[config.mk]
export PLATFORM = sky130hd
export DESIGN_NAME = bcd_to_bin_seq
export DESIGN_NICKNAME = d
export VERILOG_FILES = /design/src/rtl/bcd_pkg.sv /design/src/rtl/bcd_mac10.sv /design/src/rtl/bcd_to_bin_seq.sv
export SDC_FILE = /design/constraint.sdc
export NUM_CORES = 1
export LEC_CHECK = 0
export CORE_ASPECT_RATIO = 1.25
export CORE_UTILIZATION = 48
export CTS_BUF_LIST = sky130_fd_sc_hd__clkbuf_4 sky130_fd_sc_hd__clkbuf_8
export CTS_CLUSTER_SIZE = 8
export DETAILED_ROUTE_END_ITERATION = 6
export GPL_TIMING_DRIVEN = 0
export PLACE_DENSITY_LB_ADDON = 0.3
export SYNTH_ARGS = -nofsm -noshare
export SYNTH_HDL_FRONTEND = slang
export SYNTH_SLANG_ARGS = --single-unit
[constraint.sdc]
create_clock -name clk -period 3.77 [get_ports clk]
set_input_delay 0.9425 -clock clk [delete_from_list [all_inputs] [get_ports clk]]
set_output_delay 0.9425 -clock clk [all_outputs]
set_load 0.02 [all_outputs]
[src/rtl/bcd_pkg.sv]
// Shared definitions for the sequential BCD-to-binary converter:
// the largest legal BCD digit and the controller state encoding.
package bcd_pkg;

  localparam logic [3:0] BCD_MAX = 4'd9;

  // 2'd3 is unused and falls back to IDLE in the controller.
  typedef enum logic [1:0] {
    IDLE = 2'd0,
    CONV = 2'd1,
    DONE = 2'd2
  } state_t;

endpackage

[src/rtl/bcd_mac10.sv]
// One decimal step of the conversion: acc*10 + d with non-BCD digit
// detection and sticky saturation at 2^N-1.
module bcd_mac10
  import bcd_pkg::*;
#(
  parameter int N = 10
) (
  input  logic [N-1:0] acc,
  input  logic [3:0]   d,
  input  logic         sat_in,
  output logic [N-1:0] acc_next,
  output logic         ovf_out,
  output logic         inv_out
);

  localparam logic [N+3:0] MAXVAL = {4'b0000, {N{1'b1}}};

  logic [3:0]   d_eff;
  logic [N+3:0] ext;
  logic [N+3:0] sum;

  // Four extra bits hold 1023*10+9, so the sum itself can never wrap.
  always_comb begin
    inv_out  = (d > BCD_MAX);
    d_eff    = inv_out ? 4'd0 : d;
    ext      = {4'b0000, acc};
    sum      = (ext << 3) + (ext << 1) + {{N{1'b0}}, d_eff};
    ovf_out  = sat_in || (sum > MAXVAL);
    acc_next = ovf_out ? {N{1'b1}} : sum[N-1:0];
  end

endmodule

[src/rtl/bcd_to_bin_seq.sv]
// Converts packed BCD (MSD in the top nibble) to unsigned binary, one
// digit per clock, flagging non-BCD digits and results above 2^N-1.
module bcd_to_bin_seq
  import bcd_pkg::*;
#(
  parameter int N      = 10,
  parameter int DIGITS = 4
) (
  input  logic                  clk,
  input  logic                  rst,
  input  logic                  start,
  input  logic [4*DIGITS-1:0]   bcd_in,
  output logic                  busy,
  output logic                  done,
  output logic [N-1:0]          bin_out,
  output logic                  ovf,
  output logic                  inv
);

  localparam int CW = (DIGITS > 1) ? $clog2(DIGITS) : 1;

  state_t              state;
  logic [4*DIGITS-1:0] sr;
  logic [N-1:0]        acc;
  logic [CW-1:0]       cnt;
  logic                ovf_t;
  logic                inv_t;

  logic [N-1:0]        acc_next;
  logic                mac_ovf;
  logic                mac_inv;

  bcd_mac10 #(.N(N)) u_mac (
    .acc      (acc),
    .d        (sr[4*DIGITS-1 -: 4]),
    .sat_in   (ovf_t),
    .acc_next (acc_next),
    .ovf_out  (mac_ovf),
    .inv_out  (mac_inv)
  );

  // Results are registered as the DONE state is left, so done/bin_out
  // appear one cycle after the last digit and busy covers DIGITS+1 cycles.
  always_ff @(posedge clk or posedge rst) begin
    if (rst) begin
      state   <= IDLE;
      busy    <= 1'b0;
      done    <= 1'b0;
      bin_out <= '0;
      ovf     <= 1'b0;
      inv     <= 1'b0;
      sr      <= '0;
      acc     <= '0;
      cnt     <= '0;
      ovf_t   <= 1'b0;
      inv_t   <= 1'b0;
    end else begin
      done <= 1'b0;
      case (state)
        IDLE: begin
          if (start) begin
            sr    <= bcd_in;
            acc   <= '0;
            cnt   <= CW'(DIGITS - 1);
            ovf_t <= 1'b0;
            inv_t <= 1'b0;
            busy  <= 1'b1;
            state <= CONV;
          end
        end
        CONV: begin
          acc   <= acc_next;
          ovf_t <= mac_ovf;
          inv_t <= inv_t | mac_inv;
          sr    <= sr << 4;
          if (cnt == '0) begin
            state <= DONE;
          end else begin
            cnt <= cnt - CW'(1);
          end
        end
        DONE: begin
          done    <= 1'b1;
          busy    <= 1'b0;
          bin_out <= inv_t ? '0 : acc;
          ovf     <= ovf_t;
          inv     <= inv_t;
          state   <= IDLE;
        end
        default: begin
          busy  <= 1'b0;
          state <= IDLE;
        end
      endcase
    end
  end

endmodule

==> results.json, run 1 <==
{
  "outcome": "completed",
  "insertion_delay_ps": 310,
  "first_pass_iteration_count_of_the_detailed_router": 4,
  "finalWirelength_mm": 5.47,
  "grt_usage_pct": 22.1,
  "fin_worst_skew_ps": 4.47,
  "synth_mux_area_share_pct": 5.38,
  "crit_path_start_kind": "register",
  "tritoncts": "yes",
  "worst-endpoint-required_ps": 3960,
  "clock_tree_buffer_depth": 2,
  "post-route-drc-count": 0,
  "synth_warnings": 0,
  "placed_cells": 360,
  "netlist-cell-type-count": 43,
  "final-instance-count-excl-fill": 368,
  "synth.area.top_cells": "sky130_fd_sc_hd__dfrtp_1, sky130_fd_sc_hd__ha_1, sky130_fd_sc_hd__nand2_1",
  "grt_first_pass_wirelength_mm": 9.62,
  "placeableCoreArea_um2": 5190,
  "synthToLayoutAreaGrowth_pct": 19.9,
  "syn-cell-area_um2": 2630,
  "io_buffer_count": 32,
  "final_nets": 346,
  "library_cell_with_the_largest_summed_area_after_synthesis": "sky130_fd_sc_hd__dfrtp_1",
  "max_slew_margin_pct": 62.6,
  "drtIter0Drc": 84,
  "synth_compound_area_share_pct": 21.3,
  "synth_xor_area_share_pct": 2.33,
  "rsz0062_at_grt": "false",
  "netlist_instances": 265,
  "post-cts-setup-buffers": 0,
  "layout-drive-gt1-share_pct": 7.84,
  "cts-resized-gates": 0,
  "grt_remaining_overflow": 0,
  "synth_async_sr_flop_share_pct": 100,
  "initial_utilization_pct": 50.6,
  "root_buffer": "sky130_fd_sc_hd__clkbuf_8",
  "netlist.area_leader.share_pct": 43.8,
  "max_slew.worst_pin.slew_ps": 561,
  "n_antenna_cell": 0,
  "timing.fmax_ghz": 0.289,
  "hold_viol_final": 0,
  "vias": 2072,
  "vdd_ir_drop_max_uv": 406,
  "cts_sinks": 46,
  "synthFlopType": "sky130_fd_sc_hd__dfrtp_1",
  "synthTopCellsByCount": "sky130_fd_sc_hd__dfrtp_1, sky130_fd_sc_hd__nand2_1, sky130_fd_sc_hd__o21ai_0, sky130_fd_sc_hd__ha_1, sky130_fd_sc_hd__mux2i_1",
  "period_minus_slack_ps": 3460,
  "cts_htree_levels": 2,
  "post_drt_wl_per_cell_um": 14.9,
  "worstSetupEndpointType": "register",
  "vias_in_the_first_global_route": 2077,
  "setup_tns_ps": 0,
  "final.period_utilization_pct": 91.7,
  "die_w_um": 68.2,
  "synth_sequential_area_ratio_pct": 43.8,
  "syn_nets": 306,
  "dp.final_hpwl_mm": 4.12,
  "chipHeight_um": 84.7,
  "grt_antenna_before_repair": 0,
  "ant_nets": 0,
  "hold_buffers": 0,
  "routed_via_density": 5.63,
  "fp-row-count": 29,
  "grt_start_max_net_pins": 26,
  "type_of_the_worst_min_delay_path": "register to register",
  "synth-edff-count": 0,
  "place.gp.congestion": 0.870,
  "synth.most_common_cell": "sky130_fd_sc_hd__dfrtp_1",
  "io-pin-count": 33,
  "setup_viol": 0,
  "final-max-slew-violation-count": 0,
  "cp.arrival_ps": 3650,
  "synthSimpleGateAreaFrac_pct": 11.6,
  "max-cap-violations": 0,
  "cts_inserted_buffers": 5,
  "fill_cell_total_of_the_finished_layout": 459,
  "path_max_fanout": 10,
  "leakage_uw": 0.00143,
  "main_combinational_cell_family_by_area_after_synthesis": "compound AO/OA/AOI/OAI gates",
  "yosys.area_share.adder_pct": 11.1,
  "die_area_um2": 5770,
  "avgSynthCellArea_um2": 9.91,
  "synth_seq_cells": 46,
  "critical_path_class": "register to register",
  "p_per_area_nw_per_um2": 1030,
  "clkSlewWorstSetupHoldPaths_ps": 90
}
==> critical path: stages (launching register included) <==
cell,delay [ps]
sky130_fd_sc_hd__dfrtp_1,410
sky130_fd_sc_hd__nor3b_1,260
sky130_fd_sc_hd__fa_1,510
sky130_fd_sc_hd__fa_1,510
sky130_fd_sc_hd__a211oi_2,270
sky130_fd_sc_hd__o21bai_2,150
sky130_fd_sc_hd__a211o_1,310
sky130_fd_sc_hd__a221oi_1,300
sky130_fd_sc_hd__a31oi_1,180
sky130_fd_sc_hd__buf_6,170
sky130_fd_sc_hd__a221o_1,260
==> flip-flops by register name (all words and copies together) (netlist names) <==
register and count:
acc 10, bin_out 10, busy 1, cnt 2, done 1, inv 1
inv_t 1, ovf 1, ovf_t 1, sr 16, state 2
==> cell type report <==
class                   instances  area [µm²]  area share, %
repair buffers                 33         340           10.8
clock buffers                   7        96.3           3.06
clock inverters                 1        8.76          0.278
flip-flops and latches         46        1150           36.6
well taps                      62        77.6           2.46
multi-input cells             193        1360           43.1
inverters                      10        37.5           1.19
plain buffers                  16        80.1           2.54
==> placed cells by master, fill, tap and decap left out, types with 2 or more instances in the layout <==
| cell | instances |
|---|---|
| sky130_fd_sc_hd__buf_6 | 2 |
| sky130_fd_sc_hd__a21oi_1 | 11 |
| sky130_fd_sc_hd__buf_2 | 4 |
| sky130_fd_sc_hd__nor2_1 | 7 |
| sky130_fd_sc_hd__o21ai_0 | 32 |
| sky130_fd_sc_hd__nor2b_1 | 8 |
| sky130_fd_sc_hd__and2_1 | 2 |
| sky130_fd_sc_hd__fa_1 | 2 |
| sky130_fd_sc_hd__a21o_1 | 6 |
| sky130_fd_sc_hd__clkbuf_1 | 10 |
| sky130_fd_sc_hd__clkdlybuf4s50_1 | 32 |
| sky130_fd_sc_hd__xnor2_1 | 6 |
| sky130_fd_sc_hd__a221o_1 | 10 |
| sky130_fd_sc_hd__ha_1 | 20 |
| sky130_fd_sc_hd__a22oi_1 | 2 |
| sky130_fd_sc_hd__inv_1 | 9 |
| sky130_fd_sc_hd__nand2_1 | 43 |
| sky130_fd_sc_hd__a221oi_1 | 3 |
| sky130_fd_sc_hd__clkbuf_8 | 7 |
| sky130_fd_sc_hd__dfrtp_1 | 46 |
| sky130_fd_sc_hd__a31oi_1 | 3 |
| sky130_fd_sc_hd__nand2b_1 | 2 |
| sky130_fd_sc_hd__a31o_2 | 2 |
| sky130_fd_sc_hd__mux2i_1 | 13 |
==> kinds of logic after synthesis <==
family | Yosys count
compound gates | 82
xor+xnor | 7
fa+ha+maj | 22
buf+inv | 26
flops | 46
mux | 14
simple gates | 68
==> path summary, 6_finish.rpt <==
path,from,to,slack [ps],depth (start not counted)
worst max-delay path,sr[15]$_DFFE_PP0P_,acc[7]$_DFFE_PP0P_,310,10
worst min-delay path,inv_t$_DFFE_PP0P_,bin_out[9]$_DFFE_PP0P_,460,1
worst max register to register,sr[15]$_DFFE_PP0P_,acc[7]$_DFFE_PP0P_,310,10
worst min register to register,inv_t$_DFFE_PP0P_,bin_out[9]$_DFFE_PP0P_,460,1
max in group asynchronous,rst,cnt[0]$_DFFE_PP0P_,2300,3
min in group asynchronous,rst,bin_out[2]$_DFFE_PP0P_,970,2
==> metal layers <==
metal	global-route usage [%]	share of wire [%]
met1	27.9	45
met3	4.08	3.2
met5	0	0
met4	6.63	1.4
met2	37.3	51
==> stage by stage <==
| stage | instance area, µm² | hold slack (ps) | setup WS [ps] | power [µW] | utilization [%] |
|---|---|---|---|---|---|
| floorplan | 2630 | 433 | 654 | 2410 | - |
| global placement | 3020 | 458 | 364 | 2840 | 58.3 |
| detailed placement | 3040 | 453 | 383 | 2910 | 58.7 |
| CTS | 3150 | 464 | 337 | 3260 | 60.7 |
| global route | 3150 | 507 | 184 | 3540 | 60.7 |
| finish | 3150 | 465 | 312 | 3250 | 60.7 |
==> where the power goes <==
group	switching (µW)	leakage, µW	internal (µW)	total [µW]
logic	1130	0.000817	971	2100
clock network	171	0.0000544	168	339
registers	130	0.000558	685	814
(Power assumes the default switching activity.)
==> run 2, diff against run 1 <==
Settings changed: MAX_ROUTING_LAYER set to met4, SLEW_MARGIN set to 20.
==> results.json, run 2 (synthesis gave the netlist of run 1 again) <==
{
  "outcome": "completed",
  "placeableCoreArea_um2": 5190,
  "grt_start_max_net_pins": 32,
  "vdd_ir_drop_max_uv": 425,
  "layout_common_cells": "sky130_fd_sc_hd__dfrtp_1, sky130_fd_sc_hd__nand2_1, sky130_fd_sc_hd__o21ai_0, sky130_fd_sc_hd__clkdlybuf4s50_1, sky130_fd_sc_hd__ha_1",
  "die_area_um2": 5770,
  "critical_path_class": "register to register",
  "layout.cells.most_common": "sky130_fd_sc_hd__dfrtp_1",
  "post-cts-setup-buffers": 0,
  "critPathLaunch": "sr[13]$_DFFE_PP0P_",
  "io-pin-count": 33,
  "largest_register_ffs": 16,
  "p_per_area_nw_per_um2": 1020,
  "tritoncts": "yes",
  "cp.arrival_ps": 3650,
  "post_drt_wl_per_cell_um": 14.8,
  "met2_wirelength_mm": 2.75,
  "crit_path_start_kind": "register",
  "synthToLayoutAreaGrowth_pct": 19.1,
  "cts-resized-gates": 0,
  "post-route-drc-count": 0,
  "worst-endpoint-required_ps": 3950,
  "post-route-util_pct": 60.3,
  "leakage_uw": 0.00142,
  "vias": 2098,
  "ant_nets": 0,
  "finalWirelength_mm": 5.45,
  "dp.final_hpwl_mm": 4.09,
  "drtIter0Drc": 141,
  "place.gp.congestion": 0.886,
  "grt_remaining_overflow": 0,
  "r2r_end": "acc[9]$_DFFE_PP0P_",
  "worstHoldEndpoint": "bin_out[3]$_DFFE_PP0P_",
  "timing.fmax_ghz": 0.288,
  "grt_antenna_before_repair": 0,
  "max_slew.worst_pin.slew_ps": 526,
  "cts_inserted_buffers": 5,
  "worstReg2RegStart": "sr[13]$_DFFE_PP0P_",
  "grt_usage_pct": 22.4,
  "final-max-slew-violation-count": 0,
  "chipHeight_um": 84.7,
  "top_regs": "sr x16, acc x10, bin_out x10",
  "routed_via_density": 5.72,
  "rsz0062_at_grt": "false",
  "hold_viol_final": 0,
  "cts_htree_levels": 2,
  "clkSlewWorstSetupHoldPaths_ps": 90,
  "setup_tns_ps": 0,
  "hold_buffers": 0,
  "clock_tree_buffer_depth": 2,
  "initial_utilization_pct": 50.6,
  "period_minus_slack_ps": 3470,
  "die_w_um": 68.2,
  "worstSetupEndpointType": "register",
  "type_of_the_worst_min_delay_path": "register to register",
  "final_nets": 346,
  "route.met3.wl_um": 191,
  "timing.reg2reg.setup_slack_ps": 300,
  "r2r.worst_path.cells": 10,
  "hold_depth": 2,
  "n_antenna_cell": 0,
  "layout-drive-gt1-share_pct": 7.54,
  "fin_worst_skew_ps": 7.19,
  "root_buffer": "sky130_fd_sc_hd__clkbuf_8",
  "final.period_utilization_pct": 92.2,
  "cts_sinks": 46,
  "first_pass_iteration_count_of_the_detailed_router": 4,
  "timing.hold.worst.start": "bin_out[3]$_DFFE_PP0P_",
  "setup_viol": 0,
  "path_max_fanout": 10,
  "max-cap-violations": 0,
  "max_slew_margin_pct": 65.0,
  "route.top_layer_used": "met4",
  "wirelength_met1_mm": 2.40,
  "fp-row-count": 29,
  "io_buffer_count": 32,
  "insertion_delay_ps": 300,
  "largest_register": "sr",
  "fill_cell_total_of_the_finished_layout": 464,
  "vias_in_the_first_global_route": 2070,
  "grt_first_pass_wirelength_mm": 9.48
}
## run 2: cell count changes in the layout (fill, tap and decap cells not counted)
cell                         change
sky130_fd_sc_hd__clkinv_4        -1
sky130_fd_sc_hd__clkbuf_8        -2
sky130_fd_sc_hd__clkbuf_4        +1
sky130_fd_sc_hd__clkinvlp_4      +1
## run 2: how the worst max path moves through the flow
stage	slack (ps)	end	depth (start not counted)
CTS	320	acc[9]$_DFFE_PP0P_	10
global route	90	acc[5]$_DFFE_PP0P_	10
finish	300	acc[9]$_DFFE_PP0P_	10
floorplan	650	acc[4]$_DFFE_PP0P_	10
detailed placement	360	acc[4]$_DFFE_PP0P_	10
global placement	370	acc[1]$_DFFE_PP0P_	10
## run 2: worst max-delay path, cell delays in order (launching register included)
cell	delay, ps
sky130_fd_sc_hd__dfrtp_1	410
sky130_fd_sc_hd__nor3b_1	280
sky130_fd_sc_hd__fa_1	510
sky130_fd_sc_hd__fa_1	510
sky130_fd_sc_hd__a211oi_2	270
sky130_fd_sc_hd__o21bai_2	160
sky130_fd_sc_hd__a211o_1	310
sky130_fd_sc_hd__a221oi_1	300
sky130_fd_sc_hd__a31oi_1	180
sky130_fd_sc_hd__buf_6	170
sky130_fd_sc_hd__a221o_1	260
## run 2: report_power, final
part	internal (µW)	switching, µW	total [µW]
logic	970	1110	2080
clock network	135	163	297
registers	685	131	816
## run 2: per-stage QoR
| stage | hold WS, ps | setup slack, ps | cell area (µm²) | power, µW | cells |
|---|---|---|---|---|---|
| after floorplan | 433 | 654 | 2630 | 2410 | 265 |
| after global placement | 461 | 367 | 3020 | 2840 | 359 |
| after detailed placement | 470 | 364 | 3040 | 2900 | 360 |
| after CTS | 488 | 317 | 3130 | 3210 | 367 |
| after global routing | 514 | 93.3 | 3130 | 3510 | 367 |
| final | 480 | 295 | 3130 | 3200 | 367 |
## run 2: final cells by class
class / instances / area (µm²) / share of cell area (%)
buffer: 16 / 80.1 / 2.56
sequential: 46 / 1150 / 36.8
clock buffer: 6 / 76.3 / 2.44
clock inverter: 1 / 7.51 / 0.240
inverter: 10 / 37.5 / 1.20
timing repair buffer: 33 / 340 / 10.9
multi-input combinational: 193 / 1360 / 43.4
tap: 62 / 77.6 / 2.48
## run 2: layer usage
layer / global-route usage [%] / up-vias
met4: 6.82 / 0
met1: 26.9 / 1013
met3: 4.48 / 9
li1: - / 1020
met5: - / -
met2: 37.0 / 56
==> run 3, diff against run 2 <==
==> constraint.sdc (replaced) <==
create_clock -name clk -period 3.77 [get_ports clk]
set_input_delay 0.9425 -clock clk [delete_from_list [all_inputs] [get_ports clk]]
set_output_delay 0.9425 -clock clk [all_outputs]
set_load 0.05 [all_outputs]
==> results of run 3 <==
The final DEF is identical to that of run 2. Status: completed.
Power of run 3 is left out: the tool's default activity adds up to more than one toggle a clock period on the data nets, which glitch-free logic cannot reach.
